<file path="src/rtl/pb_timer_pkg.sv">
// Shared constants for the PicoBlaze port-mapped timer: register offsets
// inside the 8-port window and bit positions of CTRL and STATUS.
package pb_timer_pkg;

   localparam logic [2:0] OFF_CTRL      = 3'd0;
   localparam logic [2:0] OFF_RELOAD_LO = 3'd1;
   localparam logic [2:0] OFF_RELOAD_HI = 3'd2;
   localparam logic [2:0] OFF_COUNT_LO  = 3'd3;
   localparam logic [2:0] OFF_COUNT_HI  = 3'd4;
   localparam logic [2:0] OFF_STATUS    = 3'd5;
   localparam logic [2:0] OFF_PRESCALE  = 3'd6;
   localparam logic [2:0] OFF_ID        = 3'd7;

   localparam int CTRL_EN          = 0;
   localparam int CTRL_AUTO_RELOAD = 1;
   localparam int CTRL_IRQ_EN      = 2;
   localparam int CTRL_W           = 3;

   localparam int STATUS_EXPIRED   = 0;

   // True when the CPU port address falls inside the block's 8-port window.
   function automatic logic port_hit(input logic [7:0] port_id, input logic [7:0] base);
      return port_id[7:3] == base[7:3];
   endfunction

endpackage

</file>
<file path="src/rtl/pb_timer_prescaler.sv">
// 8-bit prescaler: counts 0..prescale while enabled and emits a one-cycle
// tick on the terminal value before wrapping to 0.
module pb_timer_prescaler (
   input  logic       clk,
   input  logic       reset,
   input  logic       enable,
   input  logic       clear,
   input  logic [7:0] prescale,
   output logic       tick
);

   logic [7:0] cnt_q, cnt_d;

   // >= rather than == so that lowering PRESCALE mid-run ticks at once
   // instead of running the counter round through 255.
   assign tick = enable && (cnt_q >= prescale);

   // NOTE: every variable assigned in a combinational block gets a default
   // first, so no path can leave it unassigned and infer a latch.
   always_comb begin
      cnt_d = cnt_q;
      if (clear) begin
         cnt_d = '0;
      end else if (tick) begin
         cnt_d = '0;
      end else if (enable) begin
         cnt_d = cnt_q + 8'd1;
      end
   end

   // NOTE: sequential state uses non-blocking assignments so every register
   // samples pre-edge values regardless of process ordering.
   always_ff @(posedge clk) begin
      if (reset) begin
         cnt_q <= '0;
      end else begin
         cnt_q <= cnt_d;
      end
   end

endmodule

</file>
<file path="src/rtl/pb_timer_port.sv">
// KCPSM6 port-mapped 16-bit down-counter timer with interrupt.
// Build option: define PB_TIMER_SNAPSHOT_EN for an atomic LO-then-HI count read.
module pb_timer_port
   import pb_timer_pkg::*;
#(
   parameter logic [7:0] BASE_ADDR = 8'h10,
   parameter logic [7:0] ID_VALUE  = 8'hA5
) (
   input  logic       clk,
   input  logic       reset,
   input  logic [7:0] port_id,
   input  logic [7:0] out_port,
   input  logic       write_strobe,
   input  logic       read_strobe,
   output logic [7:0] in_port,
   output logic       interrupt,
   input  logic       interrupt_ack
);

   logic [CTRL_W-1:0] ctrl_q, ctrl_d;
   logic [15:0]       reload_q, reload_d;
   logic [7:0]        prescale_q, prescale_d;
   logic [15:0]       count_q, count_d;
   logic              expired_q, expired_d;
   logic              irq_q, irq_d;
   logic [7:0]        in_port_q, in_port_d;

   logic              sel, wr, rd;
   logic [2:0]        off;
   logic              wr_ctrl, start, tick, expire;
   logic [7:0]        count_hi_rd, rdata;

   assign sel = port_hit(port_id, BASE_ADDR);
   assign off = port_id[2:0];
   assign wr  = write_strobe && sel;
   assign rd  = read_strobe && sel;

   assign wr_ctrl = wr && (off == OFF_CTRL);
   // Only a rising EN edge reloads; rewriting EN=1 leaves the count alone.
   assign start   = wr_ctrl && out_port[CTRL_EN] && !ctrl_q[CTRL_EN];
   assign expire  = tick && (count_q == 16'h0000);

   pb_timer_prescaler u_prescaler (
      .clk      (clk),
      .reset    (reset),
      .enable   (ctrl_q[CTRL_EN]),
      .clear    (start),
      .prescale (prescale_q),
      .tick     (tick)
   );

`ifdef PB_TIMER_SNAPSHOT_EN
   logic [7:0] shadow_q, shadow_d;

   assign shadow_d    = (rd && (off == OFF_COUNT_LO)) ? count_q[15:8] : shadow_q;
   assign count_hi_rd = shadow_q;

   always_ff @(posedge clk) begin
      if (reset) begin
         shadow_q <= '0;
      end else begin
         shadow_q <= shadow_d;
      end
   end
`else
   logic unused_rd;

   assign unused_rd   = rd;
   assign count_hi_rd = count_q[15:8];
`endif

   always_comb begin
      ctrl_d     = ctrl_q;
      reload_d   = reload_q;
      prescale_d = prescale_q;
      count_d    = count_q;
      expired_d  = expired_q;
      irq_d      = irq_q;

      if (start) begin
         count_d = reload_q;
      end else if (tick) begin
         if (count_q != 16'h0000) begin
            count_d = count_q - 16'd1;
         end else if (ctrl_q[CTRL_AUTO_RELOAD]) begin
            count_d = reload_q;
         end else begin
            ctrl_d[CTRL_EN] = 1'b0;
         end
      end

      if (wr) begin
         case (off)
            OFF_CTRL:      ctrl_d         = out_port[CTRL_W-1:0];
            OFF_RELOAD_LO: reload_d[7:0]  = out_port;
            OFF_RELOAD_HI: reload_d[15:8] = out_port;
            OFF_PRESCALE:  prescale_d     = out_port;
            OFF_STATUS:    if (out_port[STATUS_EXPIRED]) expired_d = 1'b0;
            default:       ;
         endcase
      end

      // Set sources come last so an expiry beats a same-cycle W1C or ack.
      if (interrupt_ack) begin
         irq_d = 1'b0;
      end
      if (expire) begin
         expired_d = 1'b1;
         if (ctrl_q[CTRL_IRQ_EN]) begin
            irq_d = 1'b1;
         end
      end
   end

   always_comb begin
      rdata = 8'h00;
      case (off)
         OFF_CTRL:      rdata = {{(8-CTRL_W){1'b0}}, ctrl_q};
         OFF_RELOAD_LO: rdata = reload_q[7:0];
         OFF_RELOAD_HI: rdata = reload_q[15:8];
         OFF_COUNT_LO:  rdata = count_q[7:0];
         OFF_COUNT_HI:  rdata = count_hi_rd;
         OFF_STATUS:    rdata = {7'b0, expired_q};
         OFF_PRESCALE:  rdata = prescale_q;
         OFF_ID:        rdata = ID_VALUE;
         default:       rdata = 8'h00;
      endcase
      // Zero when unaddressed so peripherals can be OR-ed onto in_port.
      in_port_d = sel ? rdata : 8'h00;
   end

   always_ff @(posedge clk) begin
      if (reset) begin
         ctrl_q     <= '0;
         reload_q   <= '0;
         prescale_q <= '0;
         count_q    <= '0;
         expired_q  <= 1'b0;
         irq_q      <= 1'b0;
         in_port_q  <= '0;
      end else begin
         ctrl_q     <= ctrl_d;
         reload_q   <= reload_d;
         prescale_q <= prescale_d;
         count_q    <= count_d;
         expired_q  <= expired_d;
         irq_q      <= irq_d;
         in_port_q  <= in_port_d;
      end
   end

   assign in_port   = in_port_q;
   assign interrupt = irq_q;

endmodule

</file>
<file path="config.mk">
export PLATFORM = sky130hd
export DESIGN_NAME = pb_timer_port
export DESIGN_NICKNAME = d
export VERILOG_FILES = /design/src/rtl/pb_timer_pkg.sv /design/src/rtl/pb_timer_prescaler.sv /design/src/rtl/pb_timer_port.sv
export SDC_FILE = /design/constraint.sdc
export NUM_CORES = 1
export LEC_CHECK = 0
export ABC_AREA = 1
export BUFFER_PORTS_ARGS = -buffer_cell sky130_fd_sc_hd__buf_2
export CORE_ASPECT_RATIO = 1.75
export CORE_MARGIN = 2
export CORE_UTILIZATION = 42
export CTS_CLUSTER_SIZE = 8
export DETAILED_ROUTE_END_ITERATION = 8
export PLACE_DENSITY = 0.68
export SKIP_CTS_REPAIR_TIMING = 1
export SLEW_MARGIN = 20
export SYNTH_ARGS = -nofsm -noshare
export SYNTH_HDL_FRONTEND = slang
export SYNTH_SLANG_ARGS = --single-unit
</file>
<file path="constraint.sdc">
create_clock -name clk -period 2 [get_ports clk]
set_clock_uncertainty 0.2 [all_clocks]
set_input_delay 0.2 -clock clk [delete_from_list [all_inputs] [get_ports clk]]
set_output_delay 0.2 -clock clk [all_outputs]
set_load 0.05 [all_outputs]
</file>
---- Yosys cells after proc, flatten, opt, wreduce, memory -nomap -nowiden ----
Cells that the tools add are included.
Widths: inputs -> output; s select.
word-level totals
  bits in registers ....................... 61
  bits of input ports ..................... 21
  word-level logic and storage cells ...... 63
  output and inout bits ................... 9
cells by class
  equal/unequal tests ..................... 8
  bitwise operators ....................... 1
  $lt $le $gt $ge ......................... 1
  reduce and logical (&&, ||, !) cells .... 23
  $add $sub $neg .......................... 2
  muxes and demuxes ....................... 18
operator list
  kind                   count
  $mux 16                4
  $pmux 8 s8             1
  $logic_not 16->1       1
  $reduce_bool 16->1     1
  $sub 16x1->16 const B  1
  $mux 1                 13
  $eq 3x3->1 const B     4
  $reduce_and 2->1       5
  $add 8x1->8 const B    1
  $ge 8x8->1             1
  $reduce_bool 2->1      4
  $eq 3x2->1 const B     2
  $logic_and 1x1->1      6
  $eq 5x2->1 const B     1
  $eq 3x1->1 const B     1
  $logic_not 3->1        1
  $reduce_and 3->1       1
  $reduce_bool 3->1      1
  $reduce_or 3->1        1
  $reduce_or 2->1        1
  $logic_not 1->1        1
  $not 1->1              1

---- Logic depth before layout (Yosys ltp) ----
Gate-level depths: netlist of run 1.
  depth after elaboration ................. 8
  mapped depth ............................ 15
  mapped depth without buffers ............ 14

---- Hierarchy ----
Synthesis of run 1 repeated with hierarchy kept, for this count alone.
second synthesis, totals
  cells, all modules ...................... 524
  area, all modules ....................... 3519.6 um2
by module, submodules not included
  module              instances  area each (um2)  cells an instance  sequential area each (um2)
  pb_timer_port       1          2935.3           448                1061.0
  pb_timer_prescaler  1          584.3            76                 160.2

---- Worst setup path before layout of run 1 ----
No wires, ideal clock.
  kind .................................... reg2reg
  start ................................... register u_prescaler.cnt_q[0]
  end ..................................... register count_q[0]
  arrival ................................. 1543 ps
  data required time ...................... 1689 ps
  path slack .............................. 146 ps
  cell stages (with the launch flop) ...... 15
  buffers on the path ..................... 1
  library setup time ...................... 111 ps
  clock period less this slack ............ 1854 ps
  path through ............................ dfxtp_1 inv_1 ha_1 nand2_1 nand3_1 nand2_1 nand2_1 nand2_1 nand2_1 nand3_2 nand2_4 clkinv_4 buf_12 nor2_2 nor2_2
on the way
  longest elaborated chain between the ends .. 4
RTL lines
  element                             line                      text
  start: declaration                  pb_timer_prescaler.sv:12  logic [7:0] cnt_q, cnt_d;
  start signal: assignment            pb_timer_prescaler.sv:37  cnt_q <= cnt_d;
  $ge 8x8->1                          pb_timer_prescaler.sv:16  assign tick = enable && (cnt_q >= prescale);
  $logic_and 1x1->1                   pb_timer_prescaler.sv:16
  $reduce_bool 2->1 (no source line)  n/a
  $reduce_and 2->1 (no source line)   n/a
  end signal: assignment              pb_timer_port.sv:145      count_q <= count_d;
  end: declaration                    pb_timer_port.sv:23       logic [15:0] count_q, count_d;
Every way passes these cells.
A chain may end at the register's enable or synchronous reset.

---- Final worst setup path of run 1 ----
  start ................................... register u_prescaler.cnt_q[0]
  end ..................................... register count_q[14]
Same word-level chain as after synthesis.

==> impl_metrics.csv, run 1 <==
group,metric,value,unit
clocking,cts_tree,"yes",
clocking,cts_buffers,9,
floorplanning,die_y,128,um
layout,final_layout_size_suffix_gt1_share,21.7,%
worst_setup_path,slowest_delay,0.33,ns
clocking,clk_pin_slew,0.05,ns
layout,multi_input_area,2200,sq um
logic_synthesis,syn_nets,591,
floorplanning,initial_utilization,42.9,%
layout,fillers,852,
drt,drt_wl_total,11900,um
sta,finalCriticalPeriod,1.87,ns
drt,remaining_drc_errors,0,
pwr,p_per_area,629,nW/um^2
worst_setup_path,cp_slowest_cell,"dfxtp_2",
pwr,swShare,22.5,%
global_route,grt.total_usage,26.3,%
floorplanning,die_w,74.9,um
logic_synthesis,synth_most_common_cell,"nand2_1",
worst_setup_path,crit_type,"reg2reg",
logic_synthesis,netlist_instances,559,
hold_path,hp-class,"in2reg",
pwr,ir_drop,0.534,mV
drt,wire_per_inst,15.8,um
drt,final_antenna_net_count,0,
layout,final_area,4650,sq um
sta,hold_violations,1,
floorplanning,ios,30,
clocking,clock_sinks,61,
global_route,grt_overflow,0,
worst_setup_path,cp.required,2.03,ns
logic_synthesis,synth_warnings,0,
logic_synthesis,async_reset_ff_share,0,%
sta,drv_slew,0,
floorplanning,die_area,9600,sq um
pwr,p_comb_share,5.3,%
placement,numPortBuffers,28,
run,maxCapViolCount,0,
layout,area_delta_synth_final,25.7,%
clocking,clockBufferDepth,2,
logic_synthesis,netlist_area,3700,sq um
drt,vias,3981,
logic_synthesis,ys.flop_type,"dfxtp_1",
sta,max_freq,535,MHz
layout,nets,663,
pwr,p_sw,0.657,mW
worst_setup_path,cp_cell_sequence,"inv_1 -> ha_4 -> nand2_1 -> nand3_1 -> nand2_1 -> nand2_1 -> nand2_1 -> nand2_2 -> nand3_4 -> nand2_4 -> buf_4 -> nand2_1 -> inv_1 -> nor2_1",
worst_setup_path,crit_path_end_kind,"register",
run_status,violations,"hold timing",
sta,tns,0,ns
drt,drt_first_pass_iters,5,
logic_synthesis,avgSynthCellArea,6.62,sq um
run_status,status,"complete, but fails checks",
pwr,seqPwrFrac,41.7,%
drt,viasPerCell,5.29,
placement,hpwl,9180,um
drt,drtIter0Drc,318,
logic_synthesis,yosysTopAreaCell,"dfxtp_1",
logic_synthesis,synth-edff-count,0,
worst_setup_path,startpoint_type,"register",
placement,gp_congestion,1.03,
clocking,h-tree-depth,3,
logic_synthesis,synth_common_cells,"nand2_1, nor2_1, inv_1",
logic_synthesis,synth_top_area_share,33.0,%
pwr,p_int,2.27,mW
global_route,antenna_found_initial,0,
global_route,grt_pass1_vias,3925,
sta,min_period_over_period,93.5,%
layout,antenna_cells,0,
worst_setup_path,cp.arrival,1.89,ns
floorplanning,core-area,8610,sq um
global_route,grt_pass1_wl,18800,um
placement,placed_area,4210,sq um
logic_synthesis,synth_area_leaders,"dfxtp_1, nand2_1, nand3_1",
sta,whs,-0.0109,ns
worst_setup_path,critical_path.most_common_cell,"nand2_1",
global_route,grt_max_degree,25,
worst_setup_path,cp_max_fo,3,
clocking,root_buffer,"clkbuf_16",
pwr,clkPwrFrac,53.0,%
clocking,clk_latency,0.33,ns
sta,tightest_slew,0.525,ns
logic_synthesis,yosysSeqAreaShare,33.0,%
pwr,p_leak,2.25,nW
logic_synthesis,synth.distinct_cells,34,
floorplanning,rows,45,
logic_synthesis,synth_seq_cells,61,
layout,seq_area,1220,sq um
sta,setup_viol,0,
sta,relSlewSlack,64.8,%
==> worst max-delay path: cells and delay by family, from the launching register on <==
| family | cells | cell delay (ns) |
|---|---|---|
| fa+ha+maj | 1 | 0.27 |
| buf+inv | 3 | 0.24 |
| flops | 1 | 0.33 |
| simple gates | 10 | 0.73 |
==> power groups by stage <==
stage | Clock [mW] | Combinational (mW) | Sequential (mW)
3_3_place_gp | 0 | 0.137 | 1.25
3_5_place_dp | 0 | 0.139 | 1.25
2_1_floorplan | 0 | 0.0742 | 1.25
4_1_cts | 1.56 | 0.140 | 1.22
5_1_grt | 1.62 | 0.169 | 1.22
6_report | 1.55 | 0.154 | 1.22
==> stage by stage <==
stage | worst slack, ns | std cells | util [%] | total power, mW | hold WS, ns
finish | 0.131 | 753 | 54.0 | 2.92 | -0.0109
global route | -0.00868 | 753 | 54.0 | 3.01 | 0.00606
CTS | 0.00564 | 746 | 52.2 | 2.92 | -0.119
detailed placement | 0.0130 | 730 | 48.8 | 1.38 | 0.227
global placement | 0.0648 | 730 | 48.8 | 1.38 | 0.223
floorplan | 0.146 | 559 | - | 1.32 | 0.0691
==> worst paths after layout <==
path / from / to / slack, ns / depth (start not counted)
worst max-delay path: u_prescaler.cnt_q[0] / count_q[14] / 0.13 / 14
worst min-delay path: out_port[1] / reload_q[1] / -0.01 / 3
worst max register to register: u_prescaler.cnt_q[0] / count_q[14] / 0.13 / 14
worst min register to register: reload_q[12] / reload_q[12] / 0.27 / 2
==> registers in the layout (all words and copies together) (netlist names) <==
signal / flops
expired_q: 1
count_q: 16
prescale_q: 8
u_prescaler.cnt_q: 8
interrupt: 1
in_port: 8
ctrl_q: 3
reload_q: 16
==> metal layers <==
| metal | wire length [um] | GRT usage [%] | vias up | share of wire (%) |
|---|---|---|---|---|
| met5 | 0 | 0 | - | 0 |
| met4 | 775 | 18.5 | 0 | 6.5 |
| met3 | 500 | 4.56 | 50 | 4.2 |
| met2 | 6460 | 46.0 | 141 | 54 |
| li1 | - | - | 1963 | - |
| met1 | 4130 | 26.8 | 1827 | 35 |
==> layout by cell type (no fill, tap or decap), drive strengths merged, types with 3 or more instances in the layout <==
cell         Yosys  routed
clkbuf           6      12
clkinv           2       3
ha              11      11
a211oi           6       6
nand3           58      58
buf              8      68
o21ai           33      33
xor2             7       7
a21oi           28      28
dfxtp           61      61
dlygate4sd3      0       7
nand4           14      14
nand2          137     137
inv             68      69
nor2            98      98
o22ai           10      10
==> cells by family (layout without fill, tap and decap cells) <==
| kind of cell | count (synthesis) | in the layout | share of synthesized area (%) |
|---|---|---|---|
| compound gates | 83 | 83 | 12.4 |
| xor+xnor | 9 | 9 | 2.13 |
| fa+ha+maj | 11 | 11 | 3.72 |
| buf+inv | 84 | 161 | 9.40 |
| flops | 61 | 61 | 33.0 |
| simple gates | 311 | 311 | 39.3 |
==> layout make-up <==
type | count | area share [%]
Timing Repair Buffer | 75 | 11.1
Tap cell | 117 | 3.15
Sequential cell | 61 | 26.3
Multi-Input combinational cell | 414 | 47.3
Inverter | 70 | 5.81
Clock inverter | 4 | 1.02
Clock buffer | 12 | 5.30
Power figures use the tool's default switching activity.
==> run 2: changes to the inputs <==
--- a/config.mk
+++ b/config.mk
@@ -8,11 +8,10 @@
 export ABC_AREA = 1
 export BUFFER_PORTS_ARGS = -buffer_cell sky130_fd_sc_hd__buf_2
 export CORE_ASPECT_RATIO = 1.75
-export CORE_MARGIN = 2
 export CORE_UTILIZATION = 42
 export CTS_CLUSTER_SIZE = 8
 export DETAILED_ROUTE_END_ITERATION = 8
-export PLACE_DENSITY = 0.68
+export PLACE_DENSITY_LB_ADDON = 0.15
 export SKIP_CTS_REPAIR_TIMING = 1
 export SLEW_MARGIN = 20
 export SYNTH_ARGS = -nofsm -noshare
==> impl_metrics.csv, run 2 (same netlist as run 1, synthesis figures left out) <==
group,metric,value,unit
sta,setup_viol,0,
worst_setup_path,cp.required,2.04,ns
global_route,grt_overflow,0,
worst_setup_path,slowest_delay,0.32,ns
drt,wire_per_inst,15.6,um
drt,final_antenna_net_count,0,
sta,min_period_over_period,93.2,%
clocking,clock_sinks,61,
global_route,grt_pass1_vias,3751,
pwr,p_per_area,634,nW/um^2
floorplanning,initial_utilization,42.9,%
drt,viasPerCell,5.23,
worst_setup_path,r2r_end,"count_q[6]",
floorplanning,core-area,8610,sq um
floorplanning,rows,45,
worst_setup_path,startpoint_type,"register",
hold_path,worst_hold_startpoint,"out_port[6]",
layout,final_cell_mix,"nand2_1, inv_1, nor2_1",
global_route,antenna_found_initial,0,
run_status,violations,"hold timing",
clocking,root_buffer,"clkbuf_16",
drt,drtIter0Drc,221,
worst_setup_path,reg2regPathDepth,10,
worst_setup_path,cp_slowest_cell,"dfxtp_1",
worst_setup_path,cp.arrival,1.90,ns
sta,max_freq,537,MHz
pwr,p_leak,2.23,nW
worst_setup_path,crit_type,"reg2reg",
floorplanning,die_y,126,um
clocking,clk_latency,0.33,ns
placement,hpwl,8980,um
layout,nets,658,
run,maxCapViolCount,0,
worst_setup_path,r2r_slack,0.14,ns
layout,antenna_cells,0,
clocking,cts_buffers,9,
global_route,grt_max_degree,37,
floorplanning,die_area,9200,sq um
layout,reg.largest.list,"count_q: 16 flops, reload_q: 16 flops",
sta,rsz0062_at_grt,"false",
sta,finalCriticalPeriod,1.86,ns
worst_setup_path,worst-path-buf-inv,2,
floorplanning,ios,30,
layout,final_common_cell,"nand2_1",
hold_path,holdPathStages,3,
sta,drv_slew,0,
layout,final_area,4630,sq um
worst_setup_path,crit_path_end_kind,"register",
worst_setup_path,timing.rr.start,"count_q[1]",
layout,final_layout_size_suffix_gt1_share,21.2,%
drt,vias,3911,
floorplanning,die_w,72.9,um
drt,drt_first_pass_iters,5,
drt,drt_wl_total,11600,um
placement,numPortBuffers,28,
global_route,grt.total_usage,27.3,%
sta,whs,-0.0337,ns
sta,tns,0,ns
clocking,clk_pin_slew,0.06,ns
hold_path,hp-class,"in2reg",
placement,gp_congestion,0.958,
drt,remaining_drc_errors,0,
worst_setup_path,cp_max_fo,7,
worst_setup_path,timing.critical_path.max_delay_family,"simple AND/OR/NAND/NOR gates",
global_route,grt_pass1_wl,18700,um
clocking,clockBufferDepth,2,
sta,hold_violations,3,
placement,placed_area,4180,sq um
clocking,h-tree-depth,3,
sta,relSlewSlack,71.4,%
clocking,cts_tree,"yes",
layout,final_core_util,53.7,%
layout,area_delta_synth_final,25.1,%
run_status,status,"complete, but fails checks",
pwr,ir_drop,0.683,mV
hold_path,hold_path_end,"reload_q[6]",
worst_setup_path,cp_cell_sequence,"inv_1 -> ha_2 -> nand2_1 -> nor2_2 -> nand4_2 -> nand3_4 -> buf_6 -> nand3_1 -> nand2_1 -> nor2_2",
sta,tightest_slew,0.426,ns
run 2: changes by cell type in the layout (fill, tap and decap cells not counted), moves of 2 or more:
cell	before	now
nor2_2	29	31
clkbuf_1	2	0
buf_4	38	30
clkinvlp_4	1	3
buf_12	0	2
run 2: final cells by class:
type | instances | area, sq um
flip-flops and latches | 61 | 1220
inverters | 70 | 270
multi-input cells | 414 | 2180
clock buffers | 10 | 239
well taps | 117 | 146
fillers | 860 | 3990
repair buffers | 70 | 508
clock inverters | 6 | 62.6
run 2: report_power, final:
part           total (mW)  internal (mW)  switching [mW]
Combinational       0.155         0.0562          0.0985
Sequential           1.22           1.22         0.00150
Clock                1.56          0.992           0.566
Total                2.93           2.27           0.666
run 2: worst max path at each step:
| stage | from | endpoint | slack (ns) | cells past startpoint |
|---|---|---|---|---|
| after floorplan | u_prescaler.cnt_q[0] | count_q[0] | 0.15 | 14 |
| after global placement | u_prescaler.cnt_q[0] | count_q[0] | 0.01 | 13 |
| after detailed placement | prescale_q[1] | count_q[2] | -0.03 | 13 |
| after CTS | prescale_q[1] | count_q[11] | -0.05 | 13 |
| after global routing | count_q[1] | count_q[6] | 0.01 | 10 |
| final | count_q[1] | count_q[6] | 0.14 | 10 |
run 2: tightest hold or removal path: stages:
cell,delay (ns)
buf_2,0.10
nor2_1,0.05
nor2_1,0.11
run 2: through the flow:
stage | std cells | setup slack, ns | power [mW]
finish | 748 | 0.136 | 2.93
detailed placement | 723 | -0.0315 | 1.38
global route | 748 | 0.0105 | 3.03
global placement | 723 | 0.0105 | 1.38
floorplan | 559 | 0.146 | 1.32
CTS | 739 | -0.0545 | 2.94
run 2: per-layer routing:
layer	share of wire (%)	track usage (%)
met1	38	28.6
met2	53	48.7
met3	3.0	5.36
met4	5.4	16.4
met5	0	0
